$ cat src/rtl/ras_restore_queue_pkg.sv
// Shared types and constants for the RAS restore queue.
// Holds the return-address entry type, the queue depth and the FSM state enum.
package ras_restore_queue_pkg;

   localparam int XLEN         = 32;
   localparam int RAS_RQ_DEPTH = 8;

   // One return-stack entry; valid qualifies data
   typedef struct packed {
      logic            valid;
      logic [XLEN-1:0] data;
   } ras_t;

   typedef enum logic {RQ_IDLE, RQ_RESTORE} ras_rq_state_e;

   // Increment that sticks at all-ones instead of wrapping
   function automatic logic [31:0] sat_inc(input logic [31:0] v);
      return (&v) ? v : v + 32'd1;
   endfunction

endpackage

$ cat src/rtl/ras_restore_queue_if.sv
// Bundle between fetch/RAS glue and the RAS restore queue.
// When RAS_RQ_STATS_EN is defined, the statistics counters are carried here too.
interface ras_restore_queue_if
   import ras_restore_queue_pkg::*;
   #(parameter int DEPTH = RAS_RQ_DEPTH) ();

   logic                     pop_valid_i;
   ras_t                     pop_data_i;
   logic                     resolve_i;
   logic                     flush_i;
   ras_t                     restore_o;
   logic                     busy_o;
   logic                     full_o;
   logic [$clog2(DEPTH):0]   count_o;
`ifdef RAS_RQ_STATS_EN
   logic [31:0]              stat_overflow_o;
   logic [31:0]              stat_restored_o;
`endif

   // Fetch side: reports pops, resolutions and flushes; consumes the replay
   modport master (
      output pop_valid_i, pop_data_i, resolve_i, flush_i,
`ifdef RAS_RQ_STATS_EN
      input  stat_overflow_o, stat_restored_o,
`endif
      input  restore_o, busy_o, full_o, count_o
   );

   // Queue side
   modport slave (
      input  pop_valid_i, pop_data_i, resolve_i, flush_i,
`ifdef RAS_RQ_STATS_EN
      output stat_overflow_o, stat_restored_o,
`endif
      output restore_o, busy_o, full_o, count_o
   );

endinterface

$ cat src/rtl/ras_restore_queue.sv
// RAS restore queue: remembers every speculatively popped return address in
// program order, retires them as returns resolve, and on a flush replays the
// unresolved ones youngest-first into the RAS restore input so the stack
// returns to its pre-speculation top.
// Optional build macro RAS_RQ_STATS_EN adds saturating overflow/restore counters.
module ras_restore_queue
   import ras_restore_queue_pkg::*;
   #(parameter int DEPTH = RAS_RQ_DEPTH)
   (
      input logic                clk_i,
      input logic                rst_i,
      ras_restore_queue_if.slave rq
   );

   localparam int PW = $clog2(DEPTH);
   localparam int CW = PW + 1;
   localparam logic [PW-1:0] PTR_ONE  = 1;
   localparam logic [CW-1:0] CNT_ONE  = 1;
   localparam logic [CW-1:0] FULL_CNT = CW'(DEPTH);

   ras_rq_state_e  state;
   logic [PW-1:0]  wr_ptr;
   logic [PW-1:0]  rd_ptr;
   logic [CW-1:0]  count;
   ras_t           restore_q;
   ras_t           entries [DEPTH];

   logic [PW-1:0]  wr_prev;
   logic [PW-1:0]  wr_after;
   logic [PW-1:0]  rd_after;
   logic [CW-1:0]  cnt_resolved;
   logic [CW-1:0]  cnt_after;
   logic           overwrite;
   logic           do_pop;
   ras_t           youngest;

   // Next pointers/count while tracking: resolve first, then pop, oldest lost on overflow
   always_comb begin
      wr_prev      = wr_ptr - PTR_ONE;
      rd_after     = rd_ptr;
      cnt_resolved = count;
      if (rq.resolve_i && (count != '0)) begin
         rd_after     = rd_ptr + PTR_ONE;
         cnt_resolved = count - CNT_ONE;
      end
      do_pop    = (state == RQ_IDLE) && rq.pop_valid_i;
      overwrite = do_pop && (cnt_resolved == FULL_CNT);
      cnt_after = cnt_resolved;
      wr_after  = wr_ptr;
      if (do_pop) begin
         wr_after = wr_ptr + PTR_ONE;
         if (overwrite) begin
            rd_after = rd_after + PTR_ONE;
         end else begin
            cnt_after = cnt_resolved + CNT_ONE;
         end
      end
      youngest = entries[wr_prev];
      if (do_pop) begin
         youngest.valid = 1'b1;
         youngest.data  = rq.pop_data_i.data;
      end
   end

   // Entry storage; valid is forced so replayed entries are always qualified
   always_ff @(posedge clk_i) begin
      if (do_pop) begin
         entries[wr_ptr].valid <= 1'b1;
         entries[wr_ptr].data  <= rq.pop_data_i.data;
      end
   end

   // Tracking/replay FSM; the flush cycle already loads the youngest entry so replay starts next cycle
   always_ff @(posedge clk_i or posedge rst_i) begin
      if (rst_i) begin
         state     <= RQ_IDLE;
         wr_ptr    <= '0;
         rd_ptr    <= '0;
         count     <= '0;
         restore_q <= '0;
      end else begin
         case (state)
            RQ_IDLE: begin
               rd_ptr <= rd_after;
               if (rq.flush_i && (cnt_after != '0)) begin
                  state           <= RQ_RESTORE;
                  restore_q.valid <= 1'b1;
                  restore_q.data  <= youngest.data;
                  wr_ptr          <= wr_after - PTR_ONE;
                  count           <= cnt_after - CNT_ONE;
               end else begin
                  wr_ptr    <= wr_after;
                  count     <= cnt_after;
                  restore_q <= '0;
               end
            end
            RQ_RESTORE: begin
               if (count != '0) begin
                  restore_q.valid <= 1'b1;
                  restore_q.data  <= entries[wr_prev].data;
                  wr_ptr          <= wr_prev;
                  count           <= count - CNT_ONE;
               end else begin
                  state     <= RQ_IDLE;
                  restore_q <= '0;
               end
            end
            default: begin
               state     <= RQ_IDLE;
               restore_q <= '0;
            end
         endcase
      end
   end

   assign rq.restore_o = restore_q;
   assign rq.busy_o    = (state == RQ_RESTORE);
   assign rq.full_o    = (count == FULL_CNT);
   assign rq.count_o   = count;

`ifdef RAS_RQ_STATS_EN
   logic [31:0] stat_overflow;
   logic [31:0] stat_restored;

   // Saturating counters of lost oldest entries and replayed entries
   always_ff @(posedge clk_i or posedge rst_i) begin
      if (rst_i) begin
         stat_overflow <= '0;
         stat_restored <= '0;
      end else begin
         if (overwrite) begin
            stat_overflow <= sat_inc(stat_overflow);
         end
         if (restore_q.valid) begin
            stat_restored <= sat_inc(stat_restored);
         end
      end
   end

   assign rq.stat_overflow_o = stat_overflow;
   assign rq.stat_restored_o = stat_restored;
`endif

   // Fetch must hold pops and resolutions off while the replay owns the RAS
   a_quiet_during_restore: assert property (
      @(posedge clk_i) disable iff (rst_i)
      (state == RQ_RESTORE) |-> !(rq.pop_valid_i || rq.resolve_i)
   );

endmodule

$ cat src/flat_wrapper.sv
// flat-port wrapper written by rule: the top's interface ports become plain ports
module ras_restore_queue_flat import ras_restore_queue_pkg::*;
#(parameter int DEPTH = RAS_RQ_DEPTH)
  (clk_i, rst_i, rq_pop_valid_i, rq_pop_data_i, rq_resolve_i, rq_flush_i, rq_restore_o, rq_busy_o, rq_full_o, rq_count_o);
  ras_restore_queue_if #(.DEPTH(DEPTH)) rq_i ();
  input logic clk_i;
  input logic rst_i;
  input wire logic [$bits(rq_i.pop_valid_i)-1:0] rq_pop_valid_i;
  input wire logic [$bits(rq_i.pop_data_i)-1:0] rq_pop_data_i;
  input wire logic [$bits(rq_i.resolve_i)-1:0] rq_resolve_i;
  input wire logic [$bits(rq_i.flush_i)-1:0] rq_flush_i;
  output wire logic [$bits(rq_i.restore_o)-1:0] rq_restore_o;
  output wire logic [$bits(rq_i.busy_o)-1:0] rq_busy_o;
  output wire logic [$bits(rq_i.full_o)-1:0] rq_full_o;
  output wire logic [$bits(rq_i.count_o)-1:0] rq_count_o;
  assign rq_i.pop_valid_i = rq_pop_valid_i;
  assign rq_i.pop_data_i = rq_pop_data_i;
  assign rq_i.resolve_i = rq_resolve_i;
  assign rq_i.flush_i = rq_flush_i;
  assign rq_restore_o = rq_i.restore_o;
  assign rq_busy_o = rq_i.busy_o;
  assign rq_full_o = rq_i.full_o;
  assign rq_count_o = rq_i.count_o;
  ras_restore_queue #(.DEPTH(DEPTH)) u_core (.clk_i(clk_i), .rst_i(rst_i), .rq(rq_i));
endmodule
$ cat config.mk
export PLATFORM = sky130hd
export DESIGN_NAME = ras_restore_queue_flat
export DESIGN_NICKNAME = d
export VERILOG_FILES = /design/src/rtl/ras_restore_queue_pkg.sv /design/src/rtl/ras_restore_queue_if.sv /design/src/rtl/ras_restore_queue.sv /design/src/flat_wrapper.sv
export SDC_FILE = /design/constraint.sdc
export NUM_CORES = 1
export LEC_CHECK = 0
export ABC_CLOCK_PERIOD_IN_PS = 5130
export BUFFER_PORTS_ARGS = -buffer_cell sky130_fd_sc_hd__buf_2
export CAP_MARGIN = 15
export CORE_ASPECT_RATIO = 0.75
export CORE_UTILIZATION = 45
export CTS_CLUSTER_SIZE = 8
export DETAILED_ROUTE_END_ITERATION = 12
export RECOVER_POWER = 50
export SETUP_SLACK_MARGIN = 0.2
export SLEW_MARGIN = 20
export SYNTH_ARGS = -nofsm -noshare
export SYNTH_HDL_FRONTEND = slang
export SYNTH_SLANG_ARGS = --single-unit
$ cat constraint.sdc
create_clock -name clk_i -period 5.13 [get_ports clk_i]
set_input_delay 0.2565 -clock clk_i [delete_from_list [all_inputs] [get_ports clk_i]]
set_output_delay 0.2565 -clock clk_i [all_outputs]
set_load 0.05 [all_outputs]
## After elaboration in Yosys (flattened, before gate mapping)

Memories as Yosys holds them, arrays and structs flattened.
Index checks and enable logic that the tools add are counted.

| storage, ports and cells | value |
|---|---|
| output and inout port bits | 39 |
| bits in writable memories | 256 |
| memories | 1 |
| flip-flop bits (word level) | 41 |
| bits of input ports | 38 |
| logic and storage cells | 41 |

Memory list:

| name | depth | width | rd ports | clocked after Yosys merged registers in | write ports | line | RTL |
|---|---|---|---|---|---|---|---|
| u_core.entries | 8 | 32 | 1 | 0 | 1 | ras_restore_queue.sv:26 | `ras_t entries [DEPTH];` |

| operators by class | value |
|---|---|
| eq/ne operators | 3 |
| reduce and logical (&&, ||, !) cells | 6 |
| add/sub/neg operators | 6 |
| bitwise logic cells | 1 |
| muxes and demuxes | 19 |

Operators with widths:

| kind | number |
|---|---|
| 33-bit 2-to-1 mux | 2 |
| 33-bit one-hot mux with 2 select lines | 1 |
| 32-bit 2-to-1 mux | 1 |
| 4-bit 2-to-1 mux | 5 |
| 3-bit 2-to-1 mux | 3 |
| 4-bit equality test (second input constant) | 2 |
| 4-bit one-hot mux with 2 select lines | 1 |
| 4-bit nonzero test | 2 |
| 4-bit by 1-bit subtractor with 4-bit output (second input constant) | 2 |
| 3-bit one-hot mux with 2 select lines | 1 |
| 3-bit by 1-bit subtractor with 3-bit output (second input constant) | 2 |
| 4-bit by 1-bit adder with 4-bit output (second input constant) | 1 |
| 1-bit logical AND | 4 |
| 1-bit 2-to-1 mux | 4 |
| 3-bit by 1-bit adder with 3-bit output (second input constant) | 1 |
| 2-bit inequality test (second input constant) | 1 |
| 1-bit one-hot mux with 2 select lines | 1 |
| 1-bit NOT | 1 |

## Logic depth before layout (Yosys ltp)

Gate-level depths: netlist of run 1.

| logic depth | value |
|---|---|
| depth in word-level cells | 11 |
| depth in mapped cells | 13 |
| depth with buffers taken out | 12 |

## Least setup slack after synthesis of run 1

Ideal clock, no wire load.

| path | value |
|---|---|
| path type | flip-flop to flip-flop |
| start point | register u_core.wr_ptr[0] |
| end point | memory u_core.entries[0][0] (netlist bit), enable pin |
| setup time | 501 ps |
| period minus slack after synthesis | 4769 ps |
| data required time | 4629 ps |
| arrival time | 4267 ps |
| stages on the path, launching flop included | 5 |
| slack | 361 ps |
| buffers on the path | 3 |
| cells stage by stage | dfrtp_1 -> clkbuf_1 -> buf_2 -> clkbuf_1 -> nor4_1 |

RTL lines:

| item | line | RTL |
|---|---|---|
| start: declaration | ras_restore_queue.sv:22 | `logic [PW-1:0] wr_ptr;` |
| start signal: assignment | ras_restore_queue.sv:89 | `wr_ptr <= wr_after - PTR_ONE;` |
| start signal: assignment | ras_restore_queue.sv:92 | `wr_ptr <= wr_after;` |
| start signal: assignment | ras_restore_queue.sv:101 | `wr_ptr <= wr_prev;` |
| end: declaration | ras_restore_queue.sv:26 |  |

Straight into the memory's write port.

## Final worst setup path of run 1

| path | value |
|---|---|
| start point | register u_core.count[0], in the netlist u_core.rq.count_o[0] |
| end point | register u_core.wr_ptr[1] |

| between the ends | value |
|---|---|
| longest elaborated chain between the ends | 11 |
| elaborated cells between the ends (all ways) | 14 |
| those cells by class | add/sub: 2; eq/ne: 2; mux: 5; reduce/logical: 5 |

Ends and longest elaborated chain:

| item | line | RTL |
|---|---|---|
| start: declaration | ras_restore_queue.sv:24 | `logic [CW-1:0] count;` |
| start signal: assignment | ras_restore_queue.sv:90 | `count <= cnt_after - CNT_ONE;` |
| start signal: assignment | ras_restore_queue.sv:93 | `count <= cnt_after;` |
| start signal: assignment | ras_restore_queue.sv:102 | `count <= count - CNT_ONE;` |
| branches (longest 11 deep; another with 4-bit by 1-bit subtractor with 4-bit output) | n/a |  |

Parallel ways; which one is timed is not known.
A chain may end at the register's enable or synchronous reset.

==> results of run 1 <==
## placed cells by master, fill, tap and decap left out, types with 3 or more instances in the layout
| cell | count |
|---|---|
| inv_1 | 9 |
| nand2_1 | 11 |
| mux2i_1 | 35 |
| nor2_4 | 3 |
| o32ai_1 | 32 |
| a21oi_1 | 39 |
| nor2_1 | 40 |
| edfxtp_1 | 256 |
| clkbuf_16 | 43 |
| mux4_2 | 64 |
| nor3_1 | 5 |
| ha_1 | 5 |
| nor2b_1 | 3 |
| nand2b_1 | 4 |
| mux2_2 | 3 |
| buf_4 | 18 |
| clkbuf_1 | 82 |
| xnor2_1 | 5 |
| nor3_2 | 4 |
| dfrtp_1 | 38 |
| nor4_1 | 3 |
| buf_2 | 24 |
| o21ai_0 | 5 |
## state kept, by name (all words and copies together) (netlist names)
name and count:
u_core.entries 256, u_core.rq.count_o 4, u_core.rq.restore_o 33, u_core.wr_ptr 3
## cell families (layout without fill, tap and decap cells)
logic type / Yosys count / in the layout / synth area share (%)
flops: 296 / 296 / 72.9
mux: 103 / 103 / 15.4
compound gates: 87 / 87 / 5.15
xor+xnor: 8 / 8 / 0.588
simple gates: 87 / 87 / 3.57
fa+ha+maj: 6 / 6 / 0.630
buf+inv: 51 / 181 / 1.77
## metal layers
layer	track usage (%)	up-vias	wire length (um)	share of wire, %
met5	0	-	0	0
met4	5.18	0	436	1.6
met3	3.76	42	1400	5.3
met2	33.5	199	13200	49
met1	28.3	3320	11600	44
li1	-	2795	-	-
## cell type report
class                           instances  area (um2)
Clock buffer                           73        1190
Clock inverter                          2        32.5
Fill cell                            2059       12000
Inverter                                9        33.8
Multi-Input combinational cell        291        3090
Sequential cell                       296        8690
Tap cell                              344         430
Timing Repair Buffer                   97         500
## path summary, 6_finish.rpt
kind / slack, ns / end / start / cells past startpoint
max in group asynchronous: 1.83 / u_core.wr_ptr[0] / rst_i / 4
min in group asynchronous: 1.33 / u_core.rq.restore_o[32] / rst_i / 4
hold reg to reg: 0.73 / u_core.rq.count_o[3] / u_core.rq.count_o[3] / 2
setup reg to reg: 1.31 / u_core.wr_ptr[1] / u_core.rq.count_o[0] / 13
hold / removal: 0.11 / u_core.entries[6][15] / rq_pop_data_i[15] / 1
setup / recovery: 1.31 / u_core.wr_ptr[1] / u_core.rq.count_o[0] / 13
## report_power, final
part	internal (mW)	switching [mW]	total, mW
Clock	1.56	0.970	2.53
Combinational	1.42	2.21	3.62
Sequential	2.95	0.228	3.17
Total	5.92	3.40	9.33
## critical path, cell delays in order, from the launching register on
cell and delay (ns):
dfrtp_1 0.44, inv_1 0.09, ha_1 0.29, or3b_1 0.50, a211oi_4 0.35, inv_1 0.13
ha_1 0.20, nand2_1 0.08, a21oi_1 0.05, mux2_2 0.34, o31ai_4 0.24, buf_4 0.52
mux2_2 0.41, o21ai_1 0.11
## cell usage after synthesis, drive strengths merged, types with 3 or more instances
master	count
edfxtp	256
mux4	64
nor2	43
dfrtp	40
a21oi	39
mux2i	36
o32ai	32
clkbuf	27
buf	15
nand2	11
inv	9
nor3	9
o21ai	7
ha	6
xnor2	5
nand2b	4
nor4	4
mux2	3
nor2b	3
xor2	3
## through the flow
step	setup slack, ns	cells	cell area (um2)
floorplan	0.361	638	11900
global placement	1.46	1036	12800
detailed placement	1.37	1036	12800
CTS	1.35	1112	14000
global route	1.06	1112	14000
finish	1.31	1112	14000
==> flow_summary.toml, run 1 <==
[finish]
finish.utilization_pct = 53.8
drive_gt1_share_pct = 22.7
num-nets-final = 781
insertedDiodeCount = 0
area_delta_synth_final_pct = 17.2

[timing]
maxSlewViolCount = 41
worst_slew_margin_rel_pct = -85.3
period_minus_slack_ns = 3.82
fin_crit_sh_pct = 74.5
finalHoldViolations = 0
fmax_mhz = 262
tns_ns = 0
rsz0062_at_grt = "false"
fin_worst_skew_ns = 0.0144
worst_pin_slew_ns = 2.78
setup_violations = 0
holdWs_ns = 0.107

[clock_network]
cts_hold_buf = 1
clock_latency_ns = 0.52
cts-root-buf = "clkbuf_16"
cts.clk_slew.worst_paths_ns = 0.05
cts_tree = "done"
numCtsBuffers = 42
post_cts_buffers = 0
ctsResizeCount = 0
cts.path.max_buffers = 3
cts.sinks = 296
htreeDepth = 2

[pwr]
power_density_mw_per_mm2 = 667
p_total_mw = 9.33
irDropWorstVdd_mv = 0.454
leakage_nw = 4.68

[detailed_routing]
wire_per_inst_um = 23.9
viasPerCell = 5.72
first_pass_iters = 4
route.detailed.drc = 0
route.vias.total = 6356
totalWireLength_um = 26600
ant_nets = 0
drt_iter0_drc = 350

[yosys]
syn_area_per_cell_um2 = 18.7
synth_nets = 682
synth_area_leaders = "edfxtp_1 64%, mux4_2 12%, dfrtp_1 8.4%, mux2i_1 2.9%, o32ai_1 2.4%"
ys_seq_elements = 296
yosysTopAreaCellShare_pct = 64.5
ys_async_sr_fraction_pct = 13.5
ys_seq_area_share_pct = 72.9
ys.flop_type = "edfxtp_1"
synth_area_leader_cell = "edfxtp_1"
synth_cells = 638
synth_edf_count = 256
yosysWarningCount = 0
syn-cell-area_mm2 = 0.0119
synth.distinct_cells = 45

[floorplanning]
core_mm2 = 0.0260
num_rows = 51
die_h_um = 143
initial_core_util_pct = 45.9
die_width_um = 190
die-area_mm2 = 0.0272
io_pins = 77

[critical_path]
arrival_ns = 4.27
crit_required_ns = 5.58
cp_max_fo = 35
end_kind = "register"
start_kind = "register"
critical_path_class = "register to register"

[run_status]
violations = "capacitance limit, slew limit"
status = "finished, violations left"

[run]
max_cap_viol_count = 1

[worst_hold_path]
hold_class = "primary input to register"

[global_route]
grt_util_all_layers_pct = 20.4
gr-total-overflow = 0
grt_pass1_vias = 6611
grt_pass1_wl_um = 40400
grt_max_degree = 46
antenna_found_initial = 0

[placed_design]
gp_congestion = 0.782
io_buffers = 75
hpwl_um = 14300
Note: power is estimated with default switching activity, not from simulation.
==> run 2, diff against run 1 <==
ABC_CLOCK_PERIOD_IN_PS = 3480   (was 5130)
clock period = 3.48 ns   (was 5.13 ns; I/O delays follow)
==> flow_summary.toml, run 2 (same netlist as run 1, synthesis figures left out) <==
[floorplanning]
core_mm2 = 0.0260
num_rows = 51
initial_core_util_pct = 45.9
die-area_mm2 = 0.0272
die_h_um = 143
io_pins = 77
die_width_um = 190

[critical_path]
critical_path_class = "register to register"
arrival_ns = 3.56
timing.reg2reg.setup_slack_ns = 0.36
reg2reg_depth = 12
end_kind = "register"
r2r-start = "u_core.rq.count_o[0]"
start_kind = "register"
crit_required_ns = 3.92
cp_max_fo = 8
r2r-end = "u_core.wr_ptr[1]"

[global_route]
grt_pass1_wl_um = 40000
grt_util_all_layers_pct = 19.9
grt_pass1_vias = 6695
antenna_found_initial = 0
gr-total-overflow = 0
grt_max_degree = 75

[finish]
largest_reg_flops = 256
final_cell_mix = "256 x edfxtp_1, 80 x clkbuf_1, 64 x mux4_2"
fin_area_mm2 = 0.0144
area_delta_synth_final_pct = 20.5
layout_commonest_cell = "edfxtp_1"
fillers = 1968
drive_gt1_share_pct = 22.3
num-nets-final = 814
insertedDiodeCount = 0
top_register = "u_core.entries"

[timing]
worst_slew_margin_rel_pct = 2.89
fin_crit_sh_pct = 89.6
maxSlewViolCount = 0
fin_worst_skew_ns = 0.0115
rsz0062_at_grt = "false"
finalHoldViolations = 0
setup_violations = 0
fmax_mhz = 321
period_minus_slack_ns = 3.12
tns_ns = 0
worst_pin_slew_ns = 1.46

[detailed_routing]
first_pass_iters = 5
drt_iter0_drc = 368
ant_nets = 0
viasPerCell = 5.61
route.detailed.drc = 0
route.vias.total = 6416
totalWireLength_um = 25900
wire_per_inst_um = 22.6

[clock_network]
cts.clk_slew.worst_paths_ns = 0.05
clock_latency_ns = 0.52
cts.path.max_buffers = 3
cts_tree = "done"
cts.sinks = 296
numCtsBuffers = 42
cts-root-buf = "clkbuf_16"
htreeDepth = 2

[pwr]
leakage_nw = 4.84
irDropWorstVdd_mv = 0.610
power_density_mw_per_mm2 = 956
p_total_mw = 13.7

[worst_hold_path]
hold_end = "u_core.rq.count_o[2]"
hold_path.startpoint = "rq_flush_i"
worstHoldPathCells = 4
hold_class = "primary input to register"

[run]
max_cap_viol_count = 0

[placed_design]
io_buffers = 75
gp_congestion = 0.748
hpwl_um = 13400
postPlaceCellArea_mm2 = 0.0129

[run_status]
status = "finished clean"
-- run 2: layout make-up --
cell class | instances | area, um2 | area share (%)
multi-input cells | 291 | 3140 | 21.9
repair buffers | 130 | 861 | 5.99
inverters | 9 | 33.8 | 0.235
clock inverters | 2 | 28.8 | 0.200
flip-flops and latches | 296 | 8690 | 60.5
clock buffers | 71 | 1180 | 8.22
well taps | 344 | 430 | 2.99
-- run 2: report_power, final --
| group | switching (mW) | internal, mW | total [mW] |
|---|---|---|---|
| Sequential | 0.237 | 4.35 | 4.58 |
| Combinational | 3.31 | 2.13 | 5.44 |
| Clock | 1.42 | 2.29 | 3.72 |
-- run 2: repair_timing --
item | CTS | global route
hold buffers | 33 | 0
hold endpoints to repair | 284 | 0
endpoints found under the setup margin | 0 | 37
resized for setup | 0 | 6
buffers inserted | 0 | 1
-- run 2: worst max path at each step --
stage,depth (start not counted),startpoint,endpoint,slack (ns)
after CTS,12,u_core.rq.count_o[0],u_core.rq.restore_o[0],0.20
after floorplan,4,u_core.wr_ptr[0],u_core.entries[0][0],0.08
final,12,u_core.rq.count_o[0],u_core.wr_ptr[1],0.36
after global placement,12,u_core.rq.count_o[0],u_core.rq.restore_o[10],0.33
after detailed placement,12,u_core.rq.count_o[0],u_core.rq.restore_o[0],0.22
after global routing,12,u_core.rq.count_o[0],u_core.wr_ptr[1],0.23
-- run 2: routing by layer --
| metal | vias up | part of all wire [%] | wire length (um) | track usage (%) |
|---|---|---|---|---|
| li1 | 2876 | - | - | - |
| met1 | 3352 | 45 | 11700 | 27.9 |
| met2 | 152 | 48 | 12600 | 32.4 |
| met3 | 36 | 4.9 | 1280 | 3.69 |
| met4 | 0 | 1.4 | 363 | 4.58 |
| met5 | - | 0 | 0 | 0 |
-- run 2: metrics by stage --
stage | setup slack, ns | instances | hold slack, ns | util (%)
2_1_floorplan | 0.0830 | 638 | 0.273 | -
3_3_place_gp | 0.333 | 1036 | 0.345 | 49.5
3_5_place_dp | 0.216 | 1036 | 0.371 | 49.5
4_1_cts | 0.202 | 1142 | 0.140 | 55.5
5_1_grt | 0.230 | 1143 | 0.189 | 55.3
6_report | 0.361 | 1143 | 0.171 | 55.3
-- run 2: worst max-delay path, cell delays in order, from the launching register on --
cell and delay, ns:
dfrtp_2 0.45, inv_1 0.11, ha_4 0.17, or3b_4 0.41, a211oi_4 0.33, inv_1 0.12, ha_1 0.19, nand2_1 0.07
a21oi_1 0.04, mux2_2 0.33, o31ai_4 0.33, mux2_2 0.38, o21ai_1 0.10
==> run 3, diff against run 2 <==
ABC_AREA = 0   (was not set)
CTS_BUF_LIST = sky130_fd_sc_hd__clkbuf_4 sky130_fd_sc_hd__clkbuf_8   (was not set)
==> flow_summary.toml, run 3 (same netlist as run 1, synthesis figures left out) <==
[finish]
area_delta_synth_final_pct = 18.9
top_register = "u_core.entries"
finish.utilization_pct = 54.6
num-nets-final = 819
drive_gt1_share_pct = 26.8
largest_reg_flops = 256
final_cell_mix = "256 x edfxtp_1, 64 x mux4_2, 52 x clkbuf_1"
layout_commonest_cell = "edfxtp_1"
insertedDiodeCount = 0
fillers = 2005

[critical_path]
crit_required_ns = 3.95
timing.reg2reg.setup_slack_ns = 0.34
critical_path_class = "register to register"
cp_max_fo = 8
cp_cell_sequence = "inv_1 -> ha_4 -> or3b_4 -> a211oi_4 -> inv_1 -> ha_1 -> nand2_1 -> a21oi_1 -> mux2_2 -> o31ai_4 -> mux2_2 -> o21ai_1"
end_kind = "register"
start_kind = "register"
arrival_ns = 3.61
r2r-end = "u_core.wr_ptr[1]"
crit_slowest_cell = "dfrtp_2"
crit_path_max_incr_delay_ns = 0.45
r2r-start = "u_core.rq.count_o[0]"
reg2reg_depth = 12

[floorplanning]
num_rows = 51
initial_core_util_pct = 45.9
io_pins = 77
die_h_um = 143
die_width_um = 190
die-area_mm2 = 0.0272
core_mm2 = 0.0260

[worst_hold_path]
hold_path.startpoint = "rq_flush_i"
worstHoldPathCells = 4
hold_end = "u_core.rq.count_o[2]"
hold_class = "primary input to register"

[placed_design]
hpwl_um = 13400
gp_congestion = 0.748
io_buffers = 75

[detailed_routing]
drt_iter0_drc = 387
wire_per_inst_um = 22.4
viasPerCell = 5.58
totalWireLength_um = 25900
first_pass_iters = 4
ant_nets = 0
route.vias.total = 6452
route.detailed.drc = 0

[clock_network]
cts.sinks = 296
cts.path.max_buffers = 3
numCtsBuffers = 47
cts.clk_slew.worst_paths_ns = 0.06
clock_latency_ns = 0.55
cts-root-buf = "clkbuf_8"
cts_tree = "done"
htreeDepth = 2

[timing]
tns_ns = 0
fin_worst_skew_ns = 0.0140
fmax_mhz = 319
maxSlewViolCount = 0
rsz0062_at_grt = "false"
holdWs_ns = 0.147
period_minus_slack_ns = 3.14
finalHoldViolations = 0
worst_slew_margin_rel_pct = 4.03
fin_crit_sh_pct = 90.1
setup_violations = 0
worst_pin_slew_ns = 1.44

[global_route]
gr-total-overflow = 0
grt_pass1_wl_um = 39800
antenna_found_initial = 0
grt_pass1_vias = 6703
grt_util_all_layers_pct = 19.9
grt_max_degree = 75

[pwr]
power_density_mw_per_mm2 = 927
irDropWorstVdd_mv = 0.560
switching_power_mw = 4.87
p_seq_share_pct = 34.8
switching_share_pct = 37.1
pwr-share-comb_pct = 41.6
leakage_nw = 4.80
p_int_mw = 8.27
p_clk_share_pct = 23.6
p_total_mw = 13.1

[run]
max_cap_viol_count = 0

[run_status]
status = "finished clean"
-- run 3: per-stage QoR --
step / cell area, um2 / setup WS [ns] / std cells
final: 14200 / 0.344 / 1157
after detailed placement: 12900 / 0.216 / 1036
after CTS: 14200 / 0.203 / 1156
after floorplan: 12000 / 0.0830 / 638
after global placement: 12900 / 0.333 / 1036
after global routing: 14200 / 0.210 / 1157
-- run 3: layer usage --
metal	track usage, %	part of all wire (%)	vias up
li1	-	-	2883
met1	28.1	46	3387
met2	32.0	48	150
met3	3.69	4.7	32
met4	4.80	1.2	0
met5	0	0	-
-- run 3: layout make-up --
type	instances	area, um2	share of cell area (%)
sequential	296	8690	61.3
multi-input combinational	291	3150	22.3
clock buffer	79	906	6.39
timing repair buffer	130	861	6.07
tap	344	430	3.04
clock inverter	8	92.6	0.653
inverter	9	33.8	0.238
-- run 3: worst max-delay path by stage --
stage          slack (ns)                 start                      end
2_1_floorplan        0.08      u_core.wr_ptr[0]     u_core.entries[0][0]
3_3_place_gp         0.33  u_core.rq.count_o[0]  u_core.rq.restore_o[10]
3_5_place_dp         0.22  u_core.rq.count_o[0]   u_core.rq.restore_o[0]
4_1_cts              0.20  u_core.rq.count_o[0]  u_core.rq.restore_o[12]
5_1_grt              0.21  u_core.rq.count_o[0]         u_core.wr_ptr[1]
6_report             0.34  u_core.rq.count_o[0]         u_core.wr_ptr[1]
-- run 3: critical path: cells and delay by family, from the launching register on --
family / cells / cell delay (ns)
AOI/OAI and AO/OA: 4 / 0.82
muxes: 2 / 0.71
and+or+nand+nor: 2 / 0.48
DFF: 1 / 0.45
adders and majority gates: 2 / 0.37
buffers and inverters: 2 / 0.23
-- run 3: power by group through the flow --
stage / Clock, mW / Combinational (mW) / Sequential, mW
floorplan: 0 / 3.47 / 5.25
finish: 3.10 / 5.46 / 4.58
global placement: 0 / 5.35 / 4.62
global route: 3.33 / 5.91 / 4.62
CTS: 3.18 / 5.52 / 4.57
detailed placement: 0 / 5.46 / 4.64
-- run 3: timing repair --
item                                    in CTS  in global routing
pin swaps                                    0                  3
endpoints found under the setup margin       1                 37
gates resized for setup                      1                  7
hold endpoints to repair                   284                  0
hold buffers                                33                  0
buffers inserted                             0                  1
